<file path="config.mk">
export PLATFORM = sky130hd
export DESIGN_NAME = instr_encoder_loader_flat
export DESIGN_NICKNAME = d
export VERILOG_FILES = /design/src/rtl/instr_encoder_loader_if.sv /design/src/rtl/instr_encoder_loader.sv /design/src/flat_wrapper.sv
export SDC_FILE = /design/constraint.sdc
export NUM_CORES = 1
export LEC_CHECK = 0
export ABC_CLOCK_PERIOD_IN_PS = 2800
export CORE_UTILIZATION = 42
export DETAILED_ROUTE_END_ITERATION = 8
export GPL_ROUTABILITY_DRIVEN = 0
export PLACE_DENSITY = 0.87
export SYNTH_ARGS = -nofsm -noshare
export SYNTH_HDL_FRONTEND = slang
export SYNTH_SLANG_ARGS = --single-unit
</file>
<file path="constraint.sdc">
create_clock -name i_clk -period 2.8 [get_ports i_clk]
set_clock_uncertainty 0.15 [all_clocks]
set_input_delay 0.84 -clock i_clk [delete_from_list [all_inputs] [get_ports i_clk]]
set_output_delay 0.84 -clock i_clk [all_outputs]
set_load 0.05 [all_outputs]
</file>
<file path="src/rtl/instr_encoder_loader_if.sv">
// Request/instruction-memory bundle for the instruction encoder-loader.
// Master drives requests and start; slave returns ready, memory writes and status.
interface instr_encoder_loader_if #(
  parameter int ADDR_W = 6
);
  logic              start;
  logic              in_valid;
  logic              in_ready;
  logic [3:0]        in_op;
  logic [3:0]        in_cond;
  logic              in_imm;
  logic              in_s;
  logic [3:0]        in_rn;
  logic [3:0]        in_rd;
  logic [23:0]       in_operand;
  logic              in_last;
  logic              imem_we;
  logic [ADDR_W-1:0] imem_addr;
  logic [31:0]       imem_wdata;
  logic [ADDR_W:0]   word_count;
  logic              full;
  logic              done;
  logic              err_illegal;

  modport master (
    output start, in_valid, in_op, in_cond, in_imm, in_s, in_rn, in_rd, in_operand, in_last,
    input  in_ready, imem_we, imem_addr, imem_wdata, word_count, full, done, err_illegal
  );

  modport slave (
    input  start, in_valid, in_op, in_cond, in_imm, in_s, in_rn, in_rd, in_operand, in_last,
    output in_ready, imem_we, imem_addr, imem_wdata, word_count, full, done, err_illegal
  );
endinterface

</file>
<file path="src/rtl/instr_encoder_loader.sv">
// Encodes symbolic ops into ARM words and writes them to consecutive imem addresses.
// Write strobe 1 cycle after accept; 1 word per 2 cycles; ready drops while writing, done or full.
module instr_encoder_loader #(
  parameter int ADDR_W = 6,
  parameter int DEPTH  = 64
) (
  input  logic                   i_clk,
  input  logic                   i_rst_n,
  instr_encoder_loader_if.slave  io_bus
);
  typedef enum logic [1:0] {S_IDLE, S_WRITE, S_DONE} state_t;

  localparam logic [ADDR_W:0] DEPTH_C = (ADDR_W+1)'(DEPTH);
  localparam logic [ADDR_W:0] ONE_C   = (ADDR_W+1)'(1);

  state_t          r_state, w_state_nxt;
  logic [ADDR_W:0] r_count, w_count_nxt, w_count_inc;
  logic [31:0]     r_wdata, w_enc;
  logic            r_last, r_err;
  logic            w_full, w_accept, w_illegal;
  logic            w_dp, w_test, w_move, w_s;
  logic [3:0]      w_opc, w_rn, w_rd;

  assign w_full      = (r_count == DEPTH_C);
  assign w_accept    = io_bus.in_valid && io_bus.in_ready;
  assign w_illegal   = (io_bus.in_op == 4'd15);
  assign w_count_inc = r_count + ONE_C;

  // CMP/TST always set flags and have no destination; MOV/MVN have no first operand.
  assign w_test = (io_bus.in_op == 4'd10) || (io_bus.in_op == 4'd11);
  assign w_move = (io_bus.in_op == 4'd1)  || (io_bus.in_op == 4'd2);
  assign w_s    = io_bus.in_s | w_test;
  assign w_rn   = w_move ? 4'd0 : io_bus.in_rn;
  assign w_rd   = w_test ? 4'd0 : io_bus.in_rd;

  always_comb begin
    w_enc = '0;
    w_opc = '0;
    w_dp  = 1'b0;
    case (io_bus.in_op)
      4'd1:  begin w_dp = 1'b1; w_opc = 4'b1101; end
      4'd2:  begin w_dp = 1'b1; w_opc = 4'b1111; end
      4'd3:  begin w_dp = 1'b1; w_opc = 4'b0100; end
      4'd4:  begin w_dp = 1'b1; w_opc = 4'b0101; end
      4'd5:  begin w_dp = 1'b1; w_opc = 4'b0010; end
      4'd6:  begin w_dp = 1'b1; w_opc = 4'b0110; end
      4'd7:  begin w_dp = 1'b1; w_opc = 4'b0000; end
      4'd8:  begin w_dp = 1'b1; w_opc = 4'b1100; end
      4'd9:  begin w_dp = 1'b1; w_opc = 4'b0001; end
      4'd10: begin w_dp = 1'b1; w_opc = 4'b1010; end
      4'd11: begin w_dp = 1'b1; w_opc = 4'b1000; end
      4'd12, 4'd13:
        w_enc = {io_bus.in_cond, 2'b01, 1'b0, 4'b0100, (io_bus.in_op == 4'd12),
                 io_bus.in_rn, io_bus.in_rd, io_bus.in_operand[11:0]};
      4'd14:
        w_enc = {io_bus.in_cond, 3'b101, 1'b0, io_bus.in_operand};
      default: ;
    endcase
    if (w_dp) begin
      w_enc = {io_bus.in_cond, 2'b00, io_bus.in_imm, w_opc, w_s, w_rn, w_rd,
               io_bus.in_operand[11:0]};
    end
  end

  always_comb begin
    w_state_nxt = r_state;
    w_count_nxt = r_count;
    case (r_state)
      S_IDLE: begin
        if (io_bus.start) w_count_nxt = '0;
        if (w_accept && !w_illegal) w_state_nxt = S_WRITE;
      end
      S_WRITE: begin
        w_count_nxt = w_count_inc;
        w_state_nxt = (r_last || (w_count_inc == DEPTH_C)) ? S_DONE : S_IDLE;
      end
      S_DONE: begin
        if (io_bus.start) begin
          w_count_nxt = '0;
          w_state_nxt = S_IDLE;
        end
      end
      default: w_state_nxt = S_IDLE;
    endcase
  end

  always_ff @(posedge i_clk) begin
    if (!i_rst_n) begin
      r_state <= S_IDLE;
      r_count <= '0;
      r_wdata <= '0;
      r_last  <= 1'b0;
      r_err   <= 1'b0;
    end else begin
      r_state <= w_state_nxt;
      r_count <= w_count_nxt;
      if (w_accept && !w_illegal) begin
        r_wdata <= w_enc;
        r_last  <= io_bus.in_last;
      end
      if (w_accept && w_illegal) r_err <= 1'b1;
    end
  end

  assign io_bus.in_ready    = (r_state == S_IDLE) && !w_full;
  assign io_bus.imem_we     = (r_state == S_WRITE);
  assign io_bus.imem_addr   = r_count[ADDR_W-1:0];
  assign io_bus.imem_wdata  = r_wdata;
  assign io_bus.word_count  = r_count;
  assign io_bus.full        = w_full;
  assign io_bus.done        = (r_state == S_DONE);
  assign io_bus.err_illegal = r_err;
endmodule
</file>
<file path="src/flat_wrapper.sv">
// flat-port wrapper written by rule: the top's interface ports become plain ports
module instr_encoder_loader_flat 
#(
  parameter int ADDR_W = 6,
  parameter int DEPTH  = 64
)
  (i_clk, i_rst_n, io_bus_start, io_bus_in_valid, io_bus_in_op, io_bus_in_cond, io_bus_in_imm, io_bus_in_s, io_bus_in_rn, io_bus_in_rd, io_bus_in_operand, io_bus_in_last, io_bus_in_ready, io_bus_imem_we, io_bus_imem_addr, io_bus_imem_wdata, io_bus_word_count, io_bus_full, io_bus_done, io_bus_err_illegal);
  instr_encoder_loader_if #(.ADDR_W(ADDR_W)) io_bus_i ();
  input  logic i_clk;
  input  logic i_rst_n;
  input wire logic [$bits(io_bus_i.start)-1:0] io_bus_start;
  input wire logic [$bits(io_bus_i.in_valid)-1:0] io_bus_in_valid;
  input wire logic [$bits(io_bus_i.in_op)-1:0] io_bus_in_op;
  input wire logic [$bits(io_bus_i.in_cond)-1:0] io_bus_in_cond;
  input wire logic [$bits(io_bus_i.in_imm)-1:0] io_bus_in_imm;
  input wire logic [$bits(io_bus_i.in_s)-1:0] io_bus_in_s;
  input wire logic [$bits(io_bus_i.in_rn)-1:0] io_bus_in_rn;
  input wire logic [$bits(io_bus_i.in_rd)-1:0] io_bus_in_rd;
  input wire logic [$bits(io_bus_i.in_operand)-1:0] io_bus_in_operand;
  input wire logic [$bits(io_bus_i.in_last)-1:0] io_bus_in_last;
  output wire logic [$bits(io_bus_i.in_ready)-1:0] io_bus_in_ready;
  output wire logic [$bits(io_bus_i.imem_we)-1:0] io_bus_imem_we;
  output wire logic [$bits(io_bus_i.imem_addr)-1:0] io_bus_imem_addr;
  output wire logic [$bits(io_bus_i.imem_wdata)-1:0] io_bus_imem_wdata;
  output wire logic [$bits(io_bus_i.word_count)-1:0] io_bus_word_count;
  output wire logic [$bits(io_bus_i.full)-1:0] io_bus_full;
  output wire logic [$bits(io_bus_i.done)-1:0] io_bus_done;
  output wire logic [$bits(io_bus_i.err_illegal)-1:0] io_bus_err_illegal;
  assign io_bus_i.start = io_bus_start;
  assign io_bus_i.in_valid = io_bus_in_valid;
  assign io_bus_i.in_op = io_bus_in_op;
  assign io_bus_i.in_cond = io_bus_in_cond;
  assign io_bus_i.in_imm = io_bus_in_imm;
  assign io_bus_i.in_s = io_bus_in_s;
  assign io_bus_i.in_rn = io_bus_in_rn;
  assign io_bus_i.in_rd = io_bus_in_rd;
  assign io_bus_i.in_operand = io_bus_in_operand;
  assign io_bus_i.in_last = io_bus_in_last;
  assign io_bus_in_ready = io_bus_i.in_ready;
  assign io_bus_imem_we = io_bus_i.imem_we;
  assign io_bus_imem_addr = io_bus_i.imem_addr;
  assign io_bus_imem_wdata = io_bus_i.imem_wdata;
  assign io_bus_word_count = io_bus_i.word_count;
  assign io_bus_full = io_bus_i.full;
  assign io_bus_done = io_bus_i.done;
  assign io_bus_err_illegal = io_bus_i.err_illegal;
  instr_encoder_loader #(.ADDR_W(ADDR_W), .DEPTH(DEPTH)) u_core (.i_clk(i_clk), .i_rst_n(i_rst_n), .io_bus(io_bus_i));
endmodule
</file>
# ---- Word level (Yosys, flattened, before mapping)
# Index checks and enable logic that the tools add are counted.
# Widths: inputs -> output; s select.
dict set report totals {
  ff_bits 43
  inputBits 47
  word_cells 57
}
dict set report op_classes {
  add_sub_neg 1
  eq_ne 22
  muxes 12
  bitwise 1
  n_reduce_logical 16
}
# operator n
set ops {}
lappend ops {{$pmux 32 s2} 1}
lappend ops {{$pmux 4 s10} 1}
lappend ops {{$eq 4x4->1 const B} 8}
lappend ops {{$mux 32} 1}
lappend ops {{$eq 4x3->1 const B} 4}
lappend ops {{$eq 7x7->1 const B} 2}
lappend ops {{$pmux 7 s2} 1}
lappend ops {{$reduce_or 11->1} 1}
lappend ops {{$eq 4x2->1 const B} 2}
lappend ops {{$mux 4} 2}
lappend ops {{$add 7x1->7 const B} 1}
lappend ops {{$mux 7} 1}
lappend ops {{$mux 2} 3}
lappend ops {{$pmux 2 s3} 1}
lappend ops {{$eq 4x1->1 const B} 1}
lappend ops {{$logic_and 1x1->1} 4}
lappend ops {{$ne 2x1->1 const B} 2}
lappend ops {{$reduce_and 2->1} 2}
lappend ops {{$reduce_or 2->1} 2}
lappend ops {{$logic_or 1x1->1} 3}
lappend ops {{$eq 2x1->1 const B} 1}
lappend ops {{$eq 2x2->1 const B} 1}
lappend ops {{$logic_not 1->1} 2}
lappend ops {{$logic_not 2->1} 1}
lappend ops {{4 further kinds} 4}

# ---- Depth between registers and ports, before layout
dict set report logic_depth {
  ltp_word 7
  depth_mapped 8
  mapped_depth_nobuf 6
}

# ---- Least setup slack after synthesis
# OpenSTA, ideal clock, no wires.
dict set report synth_path {
  kind {register -> register}
  from {register u_core.r_count[0] (netlist: u_core.io_bus.word_count[0])}
  to {register u_core.r_wdata[25] (netlist: u_core.io_bus.imem_wdata[25])}
  setup_ps 70
  t_arrival_ps 2533
  path_slack_ps 47
  path_stages_with_launch 7
  path_cell_list {dfxtp_1 inv_1 ha_1 a311oi_4 nand3_2 or3_1 a21boi_1}
}
dict set report synth_between {
  elab_chain_len 5
}
# item line
set synth_rtl {}
lappend synth_rtl {{start: declaration} instr_encoder_loader.sv:17} ;# logic [ADDR_W:0] r_count, w_count_nxt, w_count_inc;
lappend synth_rtl {{start signal: assignment} instr_encoder_loader.sv:96} ;# r_count <= w_count_nxt;
lappend synth_rtl {{$eq 7x7->1} instr_encoder_loader.sv:24} ;# assign w_full = (r_count == DEPTH_C);
lappend synth_rtl {{$logic_not 1->1} instr_encoder_loader.sv:105} ;# assign io_bus.in_ready = (r_state == S_IDLE) && !w_full;
lappend synth_rtl {{$logic_and 1x1->1} instr_encoder_loader.sv:105}
lappend synth_rtl {{net io_bus_in_ready} flat_wrapper.sv:21} ;# output wire logic [$bits(io_bus_i.in_ready)-1:0] io_bus_in_ready;
lappend synth_rtl {{$logic_and 1x1->1} instr_encoder_loader.sv:25} ;# assign w_accept = io_bus.in_valid && io_bus.in_ready;
lappend synth_rtl {{$logic_and 1x1->1} instr_encoder_loader.sv:97} ;# if (w_accept && !w_illegal) begin
lappend synth_rtl {{end signal: assignment} instr_encoder_loader.sv:98} ;# r_wdata <= w_enc;
lappend synth_rtl {{end: declaration} instr_encoder_loader.sv:18} ;# logic [31:0] r_wdata, w_enc;
# The timed path passes the listed nets, and every way through them passes these cells.
# A chain may end at the register's enable or synchronous reset.

# ---- Worst setup path after layout
dict set report layout_path {
  from {register u_core.r_count[1] (netlist: u_core.io_bus.word_count[1])}
  to {output port io_bus_in_ready}
}
dict set report layout_between {
  elab_chain_len 3
}
# item line
set layout_rtl {}
lappend layout_rtl {{$eq 7x7->1} instr_encoder_loader.sv:24}
lappend layout_rtl {{$logic_not 1->1} instr_encoder_loader.sv:105}
lappend layout_rtl {{$logic_and 1x1->1} instr_encoder_loader.sv:105}
lappend layout_rtl {{end: declaration} flat_wrapper.sv:21}
# Every way passes these cells.

==> reports/metrics.csv <==
stage,metric,value,unit
pwr,sw frac,29.2,%
logic_synthesis,top_reg_cell synth,dfxtp_1,
timing,Slew @ Worst Pin,0.530,ns
timing,FMAX,376,MHz
placed_design,post-detail-place hpwl,4.47,mm
timing,Pins Over Slew Limit,0,
global_routing,global-route wire length before repair,9.69,mm
logic_synthesis,"FF+latch count, synth",43,
timing,setup TNS,0,ns
logic_synthesis,post-synth cell types,44,
clock_network,H-tree depth,2,
pwr,Seq pwr share,39.9,%
setup_path,CP Launch Type,register,
timing,Slew HR,64.5,%
clock_network,number of buffers created by CTS,5,
detailed_routing,DRT Wirelength,6.15,mm
detailed_routing,Vias per Instance,5.35,
detailed_routing,WL/cell,14.4,um
finish,fill count,400,
clock_network,CTS sink count,43,
pwr,Clk pwr share,33.6,%
logic_synthesis,Synth Net Count,319,
clock_network,Clock Tree Buf Depth,2,
finish,ANT cells,0,
pwr,Psw,491,uW
detailed_routing,drt first pass iters,5,
setup_path,CP top delay family,flip-flops,
logic_synthesis,"area leader, netlist",dfxtp_1,
pwr,PD cells,503,nW/um^2
pwr,Comb pwr share,26.5,%
floorplanning,core area,4880,sq um
placed_design,Port Buf Inserts,96,
detailed_routing,total number of vias,2288,
logic_synthesis,Post-Synthesis Cells,270,
logic_synthesis,Ys Warns,0,
pwr,maximum vdd drop,0.306,mV
clock_network,Clock Latency Late Sink,0.29,ns
setup_path,slowest CP cell,dfxtp_1,
timing,final hold viol count,0,
setup_path,crit-path max cell delay,0.46,ns
status,status,"complete, no violations",
flow_run,Max-cap violations,0,
finish,layout cells sized above 1,8.03,%
logic_synthesis,Post-Syn Area,2190,sq um
clock_network,CTS tree,built,
finish,Area Growth Syn to Fin,52.7,%
setup_path,Crit Path Class,reg2out,
clock_network,Root Driver,clkbuf_8,
logic_synthesis,Yosys top cell area share,39.3,%
finish,"leading cell type in the layout, fill and taps excluded",clkdlybuf4s50_1,
pwr,internal power,1190,uW
setup_path,data arrival time of the critical path,1.67,ns
floorplanning,I/O Pins,97,
floorplanning,Die X,74.2,um
setup_path,nature of the critical path endpoint,output port,
global_routing,largest net degree at the start of global routing,44,
finish,final net count,409,
min_path,worst hold path class,reg2reg,
logic_synthesis,ranking of synthesized cells by area,"dfxtp_1, a21oi_1, nand2_1",
global_routing,gr ovfl total,0,
logic_synthesis,Avg Inst Size Synth,8.12,sq um
floorplanning,row count,25,
global_routing,antenna violations before repair,0,
detailed_routing,DRC,0,
clock_network,clock-pin slew on the worst setup and hold paths,0.08,ns
global_routing,number of global-route vias before repair,2063,
detailed_routing,Antenna Nets Post-Route,0,
logic_synthesis,number of flops mapped to enable cells by yosys,0,
floorplanning,die area,5510,sq um
pwr,Leakage,0.00128,uW
finish,most frequent cells in the layout,"clkdlybuf4s50_1, dfxtp_1, nand2_1",
finish,post-route cell area,3350,sq um
timing,RSZ-0062 raised after global routing,false,
setup_path,"Req. time, crit path",1.81,ns
logic_synthesis,Synth async-reset ratio,0,%
floorplanning,Die H,74.2,um
detailed_routing,DRT iter0 DRCs,79,
setup_path,CP Cell Sequence,"inv_1, ha_1, a311oi_4, buf_12",
global_routing,gr usage total,22.6,%
setup_path,crit path buf inv count,2,
timing,setup violators final,0,
timing,min Tclk post-route,2.66,ns
placed_design,"Cell Area, Placed",3210,sq um
setup_path,CP max FO,7,
timing,Final period util,94.9,%
logic_synthesis,"Seq/Total Area, Yosys",39.3,%
floorplanning,initial core utilization,44.9,%
==> cell type report <==
class / instances / area, sq um / share of cell area [%]
repair buffers: 109 / 1070 / 32.1
clock inverters: 2 / 60.1 / 1.79
inverters: 9 / 33.8 / 1.01
multi-input cells: 192 / 1160 / 34.7
well taps: 67 / 83.8 / 2.50
flip-flops and latches: 43 / 862 / 25.8
clock buffers: 6 / 72.6 / 2.17
==> Yosys cell counts, drive strengths merged, types with 2 or more instances <==
library cell,n
nor4b,2
o211a,2
and2,2
dfxtp,43
nor2,10
nand4,3
nand2,30
nor2b,8
nand3,21
clkbuf,14
ha,2
a22oi,10
nand2b,2
a21boi,21
a22o,4
or3,2
a211oi,2
o21a,2
inv,9
o21ai,18
buf,12
nor3,4
and3,3
a21oi,24
xnor2,2
o2bb2ai,2
a21o,5
==> flip-flops by register name (all words and copies together), names as in the netlist <==
| register | flops |
|---|---|
| u_core.io_bus.word_count | 7 |
| u_core.r_state | 2 |
| u_core.io_bus.err_illegal | 1 |
| u_core.io_bus.imem_wdata | 32 |
| u_core.r_last | 1 |
==> cells by family after synthesis <==
logic type | Yosys count | synth area share [%]
and+or+nand+nor | 89 | 20.1
xor gates and xnor gates | 2 | 0.799
adders and majority gates | 2 | 1.14
buffers and inverters | 35 | 7.76
AOI/OAI and AO/OA | 98 | 30.4
muxes | 1 | 0.514
DFF | 43 | 39.3
==> metal layers <==
metal / GRT usage [%] / up-vias / share of wire (%)
li1: - / 1136 / -
met1: 28.8 / 1057 / 45
met2: 37.6 / 87 / 47
met3: 5.15 / 8 / 6.2
met4: 7.97 / 0 / 1.9
met5: 0 / - / 0
==> power groups by stage <==
stage	clock network, uW	logic, uW	registers (uW)
final	565	446	671
after detailed placement	0	445	684
after floorplan	0	148	799
after global placement	0	438	684
after CTS	577	447	671
after global routing	601	475	676
==> metrics by stage <==
stage,hold WS [ns],cells,util (%),setup slack (ns),total power [uW]
floorplan,0.285,270,-,0.0474,947
global placement,0.287,420,65.8,0.129,1120
detailed placement,0.295,420,65.8,0.0861,1130
CTS,0.307,428,68.6,0.0307,1700
global route,0.322,428,68.6,0.0339,1750
finish,0.305,428,68.6,0.142,1680
==> repair_timing <==
action,4_1_cts,5_1_grt
buffers inserted,0,0
resized for setup,0,1
hold buffers,0,0
endpoints found under the setup margin,0,1
==> worst reg2reg max path, stage by stage, from the launching register on <==
cell	delay, ns
dfxtp_1	0.46
inv_1	0.10
ha_1	0.23
a311oi_4	0.39
and3_1	0.25
buf_4	0.23
nand3_1	0.10
a21boi_0	0.21
==> worst paths after layout <==
kind | startpoint | endpoint | slack [ns] | cells after the start
worst max-delay path | u_core.io_bus.word_count[1] | io_bus_in_ready | 0.14 | 4
worst min-delay path | u_core.io_bus.imem_wdata[8] | u_core.io_bus.imem_wdata[8] | 0.30 | 2
worst min register to register | u_core.io_bus.imem_wdata[8] | u_core.io_bus.imem_wdata[8] | 0.30 | 2
worst max register to register | u_core.io_bus.word_count[1] | u_core.io_bus.imem_wdata[1] | 0.60 | 7
(Power assumes the default switching activity.)
